`src/rtl/acc_capture_pkg.sv`:
```
// Shared types for the qubit accumulator capture path: FSM state encoding and
// the default width of the dropped-result counter.
package qubic_acc_pkg;

   typedef enum logic [2:0] {
      S_IDLE  = 3'd0,
      S_ARMED = 3'd1,
      S_RUN   = 3'd2,
      S_WRX   = 3'd3,
      S_WRY   = 3'd4,
      S_FULL  = 3'd5
   } acc_state_t;

   localparam int DROPW_DEFAULT = 16;

endpackage

```
`src/rtl/acc_capture_if.sv`:
```
// Result/buffer bundle between a meas2 instance, acc_capture and the dpram port A.
// master drives results and observes writes; slave is the capture stage.
interface acc_capture_if #(
   parameter int DW = 32,
   parameter int AW = 12
) ();
   logic          done;
   logic [DW-1:0] xacc;
   logic [DW-1:0] yacc;
   logic          wr_en;
   logic [AW-1:0] wr_addr;
   logic [DW-1:0] wr_data;

   modport master (output done, xacc, yacc, input wr_en, wr_addr, wr_data);
   modport slave  (input done, xacc, yacc, output wr_en, wr_addr, wr_data);
endinterface

```
`src/rtl/acc_capture_sat_cnt.sv`:
```
// Saturating up-counter with synchronous clear; clear has priority over increment.
module sat_cnt #(
   parameter int W = 16
) (
   input  logic         clk,
   input  logic         reset_n,
   input  logic         clr,
   input  logic         inc,
   output logic [W-1:0] q
);
   logic [W-1:0] cnt_d;
   logic [W-1:0] cnt_q;

   // next count: clear, saturating increment, or hold
   always_comb begin
      cnt_d = cnt_q;
      if (clr) begin
         cnt_d = '0;
      end else if (inc && (cnt_q != {W{1'b1}})) begin
         cnt_d = cnt_q + {{(W-1){1'b0}}, 1'b1};
      end else begin
         cnt_d = cnt_q;
      end
   end

   // count register
   always_ff @(posedge clk) begin
      if (!reset_n) cnt_q <= '0;
      else          cnt_q <= cnt_d;
   end

   assign q = cnt_q;
endmodule

```
`src/rtl/acc_capture.sv`:
```
// Capture stage: after start+trig, writes each (xacc, yacc) result as an x/y word
// pair into the accumulation buffer until it fills; counts results it cannot take.
module acc_capture
   import qubic_acc_pkg::*;
#(
   parameter int DW    = 32,
   parameter int AW    = 12,
   parameter int DROPW = DROPW_DEFAULT
) (
   input  logic             clk,
   input  logic             reset_n,
   input  logic             start,
   input  logic             trig,
   acc_capture_if.slave     bus,
   output logic             armed,
   output logic             running,
   output logic             full,
   output logic [AW:0]      count,
   output logic [DROPW-1:0] dropped
);
   localparam logic [AW:0] PTR_ONE = {{AW{1'b0}}, 1'b1};

   acc_state_t    state_d, state_q;
   logic [AW:0]   ptr_d, ptr_q;
   logic [DW-1:0] x_d, x_q, y_d, y_q;
   logic          drop_inc;
   logic          wr_en_d, wr_en_q;
   logic [AW-1:0] wr_addr_d, wr_addr_q;
   logic [DW-1:0] wr_data_d, wr_data_q;
   logic          armed_d, armed_q, running_d, running_q, full_d, full_q;

   // next state, pointer, result latch and drop detection; start overrides everything
   always_comb begin
      state_d  = state_q;
      ptr_d    = ptr_q;
      x_d      = x_q;
      y_d      = y_q;
      drop_inc = 1'b0;
      if (start) begin
         state_d = S_ARMED;
         ptr_d   = '0;
      end else begin
         case (state_q)
            S_IDLE:  state_d = S_IDLE;
            S_ARMED: begin
               if (trig) state_d = S_RUN;
               else      state_d = S_ARMED;
            end
            S_RUN: begin
               if (bus.done) begin
                  x_d     = bus.xacc;
                  y_d     = bus.yacc;
                  state_d = S_WRX;
               end else begin
                  state_d = S_RUN;
               end
            end
            S_WRX: begin
               ptr_d    = ptr_q + PTR_ONE;
               drop_inc = bus.done;
               state_d  = S_WRY;
            end
            S_WRY: begin
               ptr_d    = ptr_q + PTR_ONE;
               drop_inc = bus.done;
               if (ptr_d[AW]) state_d = S_FULL;
               else           state_d = S_RUN;
            end
            S_FULL: begin
               drop_inc = bus.done;
               state_d  = S_FULL;
            end
            default: state_d = S_IDLE;
         endcase
      end
   end

   // outputs are decoded from the next state so the registered copies line up with it
   always_comb begin
      wr_en_d   = (state_d == S_WRX) || (state_d == S_WRY);
      wr_addr_d = ptr_d[AW-1:0];
      if (state_d == S_WRX)      wr_data_d = x_d;
      else if (state_d == S_WRY) wr_data_d = y_d;
      else                       wr_data_d = '0;
      armed_d   = (state_d == S_ARMED);
      running_d = (state_d == S_RUN) || (state_d == S_WRX) || (state_d == S_WRY);
      full_d    = (state_d == S_FULL);
   end

   // state, datapath and registered outputs
   always_ff @(posedge clk) begin
      if (!reset_n) begin
         state_q   <= S_IDLE;
         ptr_q     <= '0;
         x_q       <= '0;
         y_q       <= '0;
         wr_en_q   <= 1'b0;
         wr_addr_q <= '0;
         wr_data_q <= '0;
         armed_q   <= 1'b0;
         running_q <= 1'b0;
         full_q    <= 1'b0;
      end else begin
         state_q   <= state_d;
         ptr_q     <= ptr_d;
         x_q       <= x_d;
         y_q       <= y_d;
         wr_en_q   <= wr_en_d;
         wr_addr_q <= wr_addr_d;
         wr_data_q <= wr_data_d;
         armed_q   <= armed_d;
         running_q <= running_d;
         full_q    <= full_d;
      end
   end

   sat_cnt #(.W(DROPW)) u_drop_cnt (
      .clk     (clk),
      .reset_n (reset_n),
      .clr     (start),
      .inc     (drop_inc),
      .q       (dropped)
   );

   assign bus.wr_en   = wr_en_q;
   assign bus.wr_addr = wr_addr_q;
   assign bus.wr_data = wr_data_q;
   assign armed       = armed_q;
   assign running     = running_q;
   assign full        = full_q;
   assign count       = ptr_q;
endmodule

```
`src/flat_wrapper.sv`:
```
// flat-port wrapper written by rule: the top's interface ports become plain ports
module acc_capture_flat import qubic_acc_pkg::*;
#(
   parameter int DW    = 32,
   parameter int AW    = 12,
   parameter int DROPW = DROPW_DEFAULT
)
  (clk, reset_n, start, trig, armed, running, full, count, dropped, bus_done, bus_xacc, bus_yacc, bus_wr_en, bus_wr_addr, bus_wr_data);
  acc_capture_if #(.DW(DW), .AW(AW)) bus_i ();
  input  logic clk;
  input  logic reset_n;
  input  logic start;
  input  logic trig;
  output logic armed;
  output logic running;
  output logic full;
  output logic [AW:0] count;
  output logic [DROPW-1:0] dropped;
  input wire logic [$bits(bus_i.done)-1:0] bus_done;
  input wire logic [$bits(bus_i.xacc)-1:0] bus_xacc;
  input wire logic [$bits(bus_i.yacc)-1:0] bus_yacc;
  output wire logic [$bits(bus_i.wr_en)-1:0] bus_wr_en;
  output wire logic [$bits(bus_i.wr_addr)-1:0] bus_wr_addr;
  output wire logic [$bits(bus_i.wr_data)-1:0] bus_wr_data;
  assign bus_i.done = bus_done;
  assign bus_i.xacc = bus_xacc;
  assign bus_i.yacc = bus_yacc;
  assign bus_wr_en = bus_i.wr_en;
  assign bus_wr_addr = bus_i.wr_addr;
  assign bus_wr_data = bus_i.wr_data;
  acc_capture #(.DW(DW), .AW(AW), .DROPW(DROPW)) u_core (.clk(clk), .reset_n(reset_n), .start(start), .trig(trig), .bus(bus_i), .armed(armed), .running(running), .full(full), .count(count), .dropped(dropped));
endmodule
```
`config.mk`:
```
export PLATFORM = sky130hd
export DESIGN_NAME = acc_capture_flat
export DESIGN_NICKNAME = d
export VERILOG_FILES = /design/src/rtl/acc_capture_pkg.sv /design/src/rtl/acc_capture_if.sv /design/src/rtl/acc_capture_sat_cnt.sv /design/src/rtl/acc_capture.sv /design/src/flat_wrapper.sv
export SDC_FILE = /design/constraint.sdc
export NUM_CORES = 1
export LEC_CHECK = 0
export ABC_AREA = 1
export CAP_MARGIN = 20
export CORE_ASPECT_RATIO = 1.75
export CORE_MARGIN = 5
export CORE_UTILIZATION = 25
export DETAILED_ROUTE_END_ITERATION = 10
export GPL_TIMING_DRIVEN = 0
export PLACE_DENSITY_LB_ADDON = 0.3
export REMOVE_ABC_BUFFERS = 1
export SETUP_SLACK_MARGIN = 0.2
export SYNTH_ARGS = -nofsm -noshare
export SYNTH_HDL_FRONTEND = slang
export SYNTH_SLANG_ARGS = --single-unit
```
`constraint.sdc`:
```
create_clock -name clk -period 1.55 [get_ports clk]
set_input_delay 0.31 -clock clk [delete_from_list [all_inputs] [get_ports clk]]
set_output_delay 0.31 -clock clk [all_outputs]
set_load 0.02 [all_outputs]
```
## Word-level counts from Yosys, hierarchy flattened

Cells that the tools add are included.

| operators by class | value |
|---|---|
| add/subtract/negate cells | 2 |
| equality and inequality tests | 11 |
| multiplexer cells | 16 |
| bitwise logic cells | 1 |
| reductions and logical operators | 7 |

Operator list:

| kind | number |
|---|---|
| $mux W32 | 8 |
| $add A16 B1 Y16 const B | 1 |
| $ne A16 B16 Y1 const B | 1 |
| $pmux W3 S5 | 1 |
| $add A13 B1 Y13 const B | 1 |
| $eq A3 B2 Y1 const B | 4 |
| $eq A3 B3 Y1 const B | 4 |
| $mux W12 | 1 |
| $eq A3 B1 Y1 const B | 2 |
| $mux W3 | 2 |
| $reduce_or A2 Y1 | 2 |
| $logic_or A1 B1 Y1 | 3 |
| $mux W1 | 3 |
| $reduce_or A3 Y1 | 1 |
| $mux W2 | 1 |
| $logic_and A1 B1 Y1 | 1 |
| $not A1 Y1 | 1 |

| storage, ports and cells | value |
|---|---|
| register bits | 132 |
| input port bits | 69 |
| output and inout port bits | 77 |
| word-level logic and storage cells | 48 |

## Logic depth before layout (Yosys ltp)

Gate-level depths: netlist of run 1.

| depth | value |
|---|---|
| depth after elaboration | 7 |
| gate-level depth with buffers | 11 |
| depth with buffers taken out | 11 |

## Hierarchy

A second synthesis of run 1 with hierarchy kept.

| second synthesis, totals | value |
|---|---|
| cell total of the unflattened synthesis | 711 |
| area total of the unflattened synthesis | 5,416.4 sq um |

By module, submodules not included:

| module | instances | cells each | area an instance (sq um) | seq. area each (sq um) |
|---|---|---|---|---|
| acc_capture | 1 | 558 | 4,505.6 | 2,142.1 |
| sat_cnt | 1 | 153 | 910.9 | 320.3 |

## Least setup slack after synthesis of run 1

OpenSTA, ideal clock, no wires.

| timing path | value |
|---|---|
| path type | register -> register |
| start | register u_core.u_drop_cnt.cnt_q[0], in the netlist u_core.u_drop_cnt.q[0] |
| end | register u_core.u_drop_cnt.cnt_q[6], in the netlist u_core.u_drop_cnt.q[6] |
| library setup time | 0.071 ns |
| arrival | 1.745 ns |
| required time | 1.479 ns |
| slack | -0.265 ns |
| cell stages (with the launch flop) | 10 |
| path buffers | 1 |
| clock period less this slack | 1.815 ns |
| cell sequence | dfxtp_1 > ha_1 > nand2_1 > nor2_1 > and2_1 > nand3_1 > nand2_2 > buf_2 > nand2_1 > a21oi_1 |

| on the way | value |
|---|---|
| cells in the longest elaborated chain, start to end | 2 |
| elaborated cells on any way between the ends | 3 |
| those cells by class | 1 x add/sub; 1 x eq/ne; 1 x reduce/logical |

Ends and longest elaborated chain:

| item | RTL line | RTL |
|---|---|---|
| start, declared | acc_capture_sat_cnt.sv:12 | `logic [W-1:0] cnt_q;` |
| start signal, assigned | acc_capture_sat_cnt.sv:29 | `else cnt_q <= cnt_d;` |
| parallel branches: the longest is 2 deep, another holds $add A16 B1 Y16 | n/a |  |

Several ways; the timed one is not identified.
A chain may end at the register's enable or synchronous reset.

==> impl_metrics.py, run 1 <==
metrics = {
    "clock_network": {
        "htree_levels": 4,
        "tritoncts": "yes",
        "cts_hold_buf": 0,
        "cts_buffers": 17,
        "clkLatencyLatePin_ps": 430,
        "clock-sinks": 132,
        "cts_buffer_depth": 2,
        "cts_root_buf": "clkbuf_16",
        "path_clk_slew_ps": 60,
    },
    "yosys": {
        "syn_area_per_cell_um2": 7.52,
        "yosysMostFrequentCell": "dfxtp_1",
        "synth_flop_cell": "dfxtp_1",
        "synth-seq-cells": 132,
        "synth_cells": 717,
        "yosysUniqueCellTypes": 33,
        "synthArstFlopShare_pct": 0,
        "synth_commonest_cells": "dfxtp_1 (132), nand2_1 (128), inv_1 (94), nor2_1 (90), o21ai_0 (50)",
        "yosysTopAreaCellShare_pct": 49.0,
        "synthTopCellsByArea": "dfxtp_1 (49%), nand2_1 (8.9%), inv_1 (6.5%)",
        "ys_seq_area_share_pct": 49.0,
        "synth_edf_count": 0,
        "synth_top_area_cell": "dfxtp_1",
        "syn-cell-area_um2": 5400,
        "yosys_warnings": 0,
    },
    "drt": {
        "drt_pre_antenna_iters": 5,
        "drtIter0Drc": 250,
        "drt-total-wl_um": 19400,
        "wire_per_inst_um": 15.8,
        "num_vias": 5382,
        "detail-route-antenna-nets": 0,
        "route.detailed.drc": 0,
        "vias_per_cell": 4.38,
    },
    "pwr": {
        "clkPwrFrac_pct": 53.6,
        "power_frac_seq_pct": 40.9,
        "p_comb_share_pct": 5.5,
        "p_int_w": 0.00654,
        "swShare_pct": 21.5,
        "p_leak_nw": 4.13,
        "power_density_nw_per_um2": 875,
        "switchingPower_w": 0.00179,
        "ir_worst_vdd_mv": 0.828,
    },
    "status": {
        "violations": "negative setup slack",
        "status": "finished with violations",
    },
    "die": {
        "rows": 71,
        "io_pins": 146,
        "core_area_um2": 21400,
        "fp.dieW_um": 121,
        "start_util_pct": 25.2,
        "dieArea_um2": 24700,
        "die_h_um": 204,
    },
    "timing": {
        "drv_slew": 0,
        "tightest_slew_ps": 407,
        "finalCriticalPeriod_ps": 1780,
        "finalCritPeriodShare_pct": 115,
        "relSlewSlack_pct": 72.7,
        "fin_skew_ps": 14.8,
        "setup_viol": 116,
        "hold_violations": 0,
        "fin_ws_ps": -227,
        "rsz0062_at_grt": "yes",
        "max_freq_mhz": 563,
    },
    "placement": {
        "routabilityCongestion": 0.878,
        "numPortBuffers": 145,
        "post-dp-hpwl_um": 10200,
        "placed_cells": 1116,
        "preCtsSetupSlack_ps": -1680,
    },
    "global_route": {
        "overflow": 0,
        "grt_max_degree": 38,
        "track_usage_pct": 15.0,
        "grt_pass1_vias": 5197,
        "grt_pass1_wl_um": 28000,
        "antenna_found_initial": 1,
    },
    "cells_and_area": {
        "nFillCells": 2110,
        "syn_to_final_growth_pct": 76.6,
        "drive_gt1_share_pct": 46.5,
        "fin_nets": 995,
        "instances_no_fill": 1230,
        "seqCellArea_um2": 2700,
        "multi_input_area_um2": 3010,
    },
    "critical_path": {
        "endpoint_kind": "flip-flop",
        "path_class": "reg2reg",
        "required_ps": 1900,
        "arrival_ps": 2130,
        "start_kind": "flip-flop",
        "cp_max_fo": 5,
    },
    "hold_path": {
        "min_path_type": "in2reg",
    },
    "flow_run": {
        "cap_violations": 0,
    },
}
flip-flops by register name (all words and copies together), names as in the netlist:
signal               count
u_core.armed             1
u_core.bus.wr_addr      12
u_core.bus.wr_data      32
u_core.bus.wr_en         1
u_core.count             1
u_core.full              1
u_core.running           1
u_core.state_q           3
u_core.u_drop_cnt.q     16
u_core.x_q              32
u_core.y_q              32
per-layer routing:
metal | global-route usage, % | up-vias | routed length (um)
met1 | 15.1 | 2562 | 7180
met3 | 3.99 | 25 | 825
met4 | 6.28 | 0 | 330
met5 | 0 | - | 0
met2 | 28.4 | 133 | 11000
li1 | - | 2662 | -
worst max-delay path, cell delays in order (launching register included):
cell,delay (ps)
dfxtp_4,360
ha_4,150
nand2_4,60
nor2_4,130
nand3_2,80
nand2_2,80
nand3_2,80
nand2_2,100
nand4_1,160
buf_8,210
buf_12,140
o21ai_1,130
cells by family after synthesis:
group	synth area share [%]
adders and majority gates	0.464
xor gates and xnor gates	2.27
AOI/OAI and AO/OA	9.97
buffers and inverters	11.7
DFF	49.0
and+or+nand+nor	26.6
worst paths after layout:
kind | slack [ps] | cells after the start | start | end
setup reg to reg | -230 | 11 | u_core.bus.wr_addr[1]$_SDFFE_PP0P_ | u_core.bus.wr_data[6]$_SDFF_PN0_
setup / recovery | -230 | 11 | u_core.bus.wr_addr[1]$_SDFFE_PP0P_ | u_core.bus.wr_data[6]$_SDFF_PN0_
hold / removal | 340 | 3 | reset_n | u_core.x_q[31]$_SDFF_PN0_
hold reg to reg | 490 | 2 | u_core.u_drop_cnt.q[12]$_SDFFE_PP0P_ | u_core.u_drop_cnt.q[12]$_SDFFE_PP0P_
what timing repair did:
item,4_1_cts,5_1_grt
setup buffers,48,17
gates cloned,11,5
endpoints found under the setup margin,209,162
resized for setup,520,172
pin swaps,35,61
layout make-up:
class / count / share of cell area, %
multi-input cells: 447 / 31.6
flip-flops and latches: 132 / 28.3
repair buffers: 224 / 24.0
clock buffers: 19 / 4.65
inverters: 97 / 4.44
well taps: 292 / 3.84
clock inverters: 13 / 2.17
repair inverters: 5 / 0.998
diodes: 1 / 0.0263
stage by stage:
step | total power [W] | TNS (ps) | cell area (um2) | hold WS [ps] | util [%]
detailed placement | 0.00382 | -157000 | 7020 | 479 | 32.8
floorplan | 0.00358 | -67210 | 5130 | 445 | -
CTS | 0.00843 | -9120 | 8780 | 312 | 41.0
global placement | 0.00381 | -260530 | 6940 | 476 | 32.4
global route | 0.00864 | -25230 | 9530 | 331 | 44.5
finish | 0.00833 | -13700 | 9530 | 339 | 44.5
power groups by stage:
stage	combinational, W	sequential [W]	clock (W)
final	0.000456	0.00341	0.00447
after detailed placement	0.000321	0.00350	0
after global routing	0.000489	0.00341	0.00475
after floorplan	0.0000851	0.00350	0
after CTS	0.000413	0.00341	0.00460
after global placement	0.000312	0.00350	0
placed cells by master (no fill, tap or decap), types with 8 or more instances in the layout:
cell type and instances:
a21oi_1 9, a21oi_2 18, buf_12 12, buf_2 52, buf_4 35, buf_6 21, clkbuf_16 21, clkdlybuf4s15_2 21
clkdlybuf4s50_1 65, dfxtp_1 105, dfxtp_2 18, dfxtp_4 9, inv_1 77, inv_2 14, nand2_1 97, nand2_2 19
nand2_4 13, nand3_1 10, nor2_1 53, nor2_2 15, nor2_4 25, nor3_1 16, nor3_2 29, o21ai_0 8
o21ai_1 23, o21ai_2 44, or2_1 15, or2_4 15, xor2_1 12
Power figures use the tool's default switching activity.
==> run 2, diff against run 1 <==
Settings changed: CTS_BUF_LIST set to sky130_fd_sc_hd__clkbuf_4.
==> run 2 against run 1 <==
- the run still ends with negative setup slack left
- power shrank 21%
- cell area fell by 8.1%
- utilization down 3.6 points
- flip-flop and latch count unchanged
- via count down 3.3%
- fmax grew 3.5%
- worst hold slack got worse by 220 ps
==> impl_metrics.py, run 2 (synthesis results as in run 1) <==
metrics = {
    "die": {
        "fp.dieW_um": 121,
        "start_util_pct": 25.2,
        "dieArea_um2": 24700,
        "die_h_um": 204,
        "rows": 71,
        "core_area_um2": 21400,
        "io_pins": 146,
    },
    "global_route": {
        "grt_pass1_vias": 4974,
        "grt_pass1_wl_um": 26700,
        "overflow": 0,
        "grt_max_degree": 38,
        "track_usage_pct": 14.2,
        "antenna_found_initial": 2,
    },
    "cells_and_area": {
        "fin_nets": 977,
        "final_area_um2": 8750,
        "post-route-util_pct": 40.9,
        "layout_commonest_cell": "nand2_1",
        "final_cell_mix": "nand2_1 (118), inv_1 (89), nor2_1 (82)",
        "syn_to_final_growth_pct": 62.3,
        "drive_gt1_share_pct": 38.3,
        "nFillCells": 2185,
    },
    "pwr": {
        "swShare_pct": 23.3,
        "clkPwrFrac_pct": 42.6,
        "switchingPower_w": 0.00153,
        "power_w": 0.00657,
        "p_leak_nw": 3.76,
        "ir_worst_vdd_mv": 0.625,
        "power_frac_seq_pct": 51.4,
        "p_int_w": 0.00504,
        "power_density_nw_per_um2": 751,
        "p_comb_share_pct": 6.0,
    },
    "placement": {
        "placed_area_um2": 7020,
        "post-dp-hpwl_um": 10200,
        "preCtsSetupSlack_ps": -1680,
        "routabilityCongestion": 0.878,
        "numPortBuffers": 145,
    },
    "hold_path": {
        "min_path_type": "in2reg",
    },
    "clock_network": {
        "tritoncts": "yes",
        "htree_levels": 4,
        "clkLatencyLatePin_ps": 550,
        "cts_buffer_depth": 2,
        "clock-sinks": 132,
        "cts_hold_buf": 0,
        "cts_buffers": 17,
        "cts_root_buf": "clkbuf_4",
        "path_clk_slew_ps": 130,
    },
    "critical_path": {
        "start_kind": "flip-flop",
        "endpoint_kind": "flip-flop",
        "required_ps": 2020,
        "critical_path.slowest_cell": "dfxtp_4",
        "path_class": "reg2reg",
        "arrival_ps": 2190,
        "slowest_delay_ps": 390,
        "crit_chain": "ha_4 > nand2_4 > nor2_4 > nand3_2 > nand2_2 > nand3_2 > nand2_2 > nand4_1 > buf_8 > buf_12 > o21ai_2",
        "cp_max_fo": 9,
    },
    "timing": {
        "setup_tns_ps": -8460,
        "relSlewSlack_pct": 73.7,
        "max_freq_mhz": 582,
        "hold_violations": 0,
        "fin_ws_ps": -167,
        "setup_viol": 79,
        "finalCriticalPeriod_ps": 1720,
        "finalCritPeriodShare_pct": 111,
        "tightest_slew_ps": 391,
        "fin_skew_ps": 21.2,
        "rsz0062_at_grt": "yes",
        "drv_slew": 0,
    },
    "drt": {
        "num_vias": 5204,
        "drt_pre_antenna_iters": 4,
        "detail-route-antenna-nets": 0,
        "wire_per_inst_um": 14.6,
        "drtIter0Drc": 231,
        "drt-total-wl_um": 17700,
        "vias_per_cell": 4.29,
        "route.detailed.drc": 0,
    },
    "status": {
        "status": "finished with violations",
        "violations": "negative setup slack",
    },
    "flow_run": {
        "cap_violations": 0,
    },
}
-- run 2: changes by cell type in the layout (fill, tap and decap cells not counted), moves of 21 or more --
cell,before,now
clkdlybuf4s15_2,21,0
buf_6,21,81
nor2_4,25,4
dfxtp_1,105,67
buf_2,52,1
nand2_1,97,118
nor2_1,53,82
dfxtp_2,18,40
-- run 2: critical path, delay by kind of cell (launching register included) --
family,cells,cell delay (ps)
AND/OR/NAND/NOR,7,650
buffers and inverters,2,350
AO/OA/AOI/OAI,1,100
flip-flops,1,390
adder cells (fa/ha/maj),1,140
-- run 2: layer usage --
metal  wire [um]  part of all wire (%)  track usage (%)  vias to the layer above
met2        9690                    55             26.6                      127
met4         479                   2.7             5.92                        0
met3         863                   4.9             4.02                       26
met1        6630                    38             14.4                     2421
li1            -                     -                -                     2630
met5           0                     0                0                        -
-- run 2: cell type report --
cell class	instances	area [um2]	share of cell area, %
Antenna cell	2	5.00	0.0572
Tap cell	292	365	4.17
Timing Repair inverter	3	28.8	0.329
Inverter	97	410	4.69
Timing Repair Buffer	208	2310	26.4
Multi-Input combinational cell	447	2500	28.6
Sequential cell	132	2790	31.8
Clock inverter	14	210	2.40
Clock buffer	18	135	1.54
-- run 2: worst paths after layout --
| check | startpoint | cells after the start | end | slack (ps) |
|---|---|---|---|---|
| worst max-delay path | u_core.bus.wr_addr[0]$_SDFFE_PP0P_ | 11 | u_core.bus.wr_data[27]$_SDFF_PN0_ | -170 |
| worst min-delay path | reset_n | 3 | u_core.state_q[0]$_SDFF_PN0_ | 120 |
| worst max register to register | u_core.bus.wr_addr[0]$_SDFFE_PP0P_ | 11 | u_core.bus.wr_data[27]$_SDFF_PN0_ | -170 |
| worst min register to register | u_core.u_drop_cnt.q[15]$_SDFFE_PP0P_ | 2 | u_core.u_drop_cnt.q[15]$_SDFFE_PP0P_ | 490 |
-- run 2: repair_timing --
action | in CTS | in global routing
pin swaps | 25 | 12
resized for setup | 298 | 426
gates cloned | 8 | 3
setup buffers | 30 | 22
setup endpoints to repair | 209 | 209
-- run 2: power groups by stage --
stage / Sequential, W / Clock, W / Combinational [W]
finish: 0.00338 / 0.00280 / 0.000397
global placement: 0.00350 / 0 / 0.000312
detailed placement: 0.00350 / 0 / 0.000321
floorplan: 0.00350 / 0 / 0.0000851
CTS: 0.00341 / 0.00295 / 0.000373
global route: 0.00338 / 0.00308 / 0.000428
-- run 2: stage by stage --
step           instances  hold slack (ps)
6_report            1213              124
5_1_grt             1213             72.9
4_1_cts             1186              240
3_5_place_dp        1116              479
3_3_place_gp        1112              476
2_1_floorplan        675              445
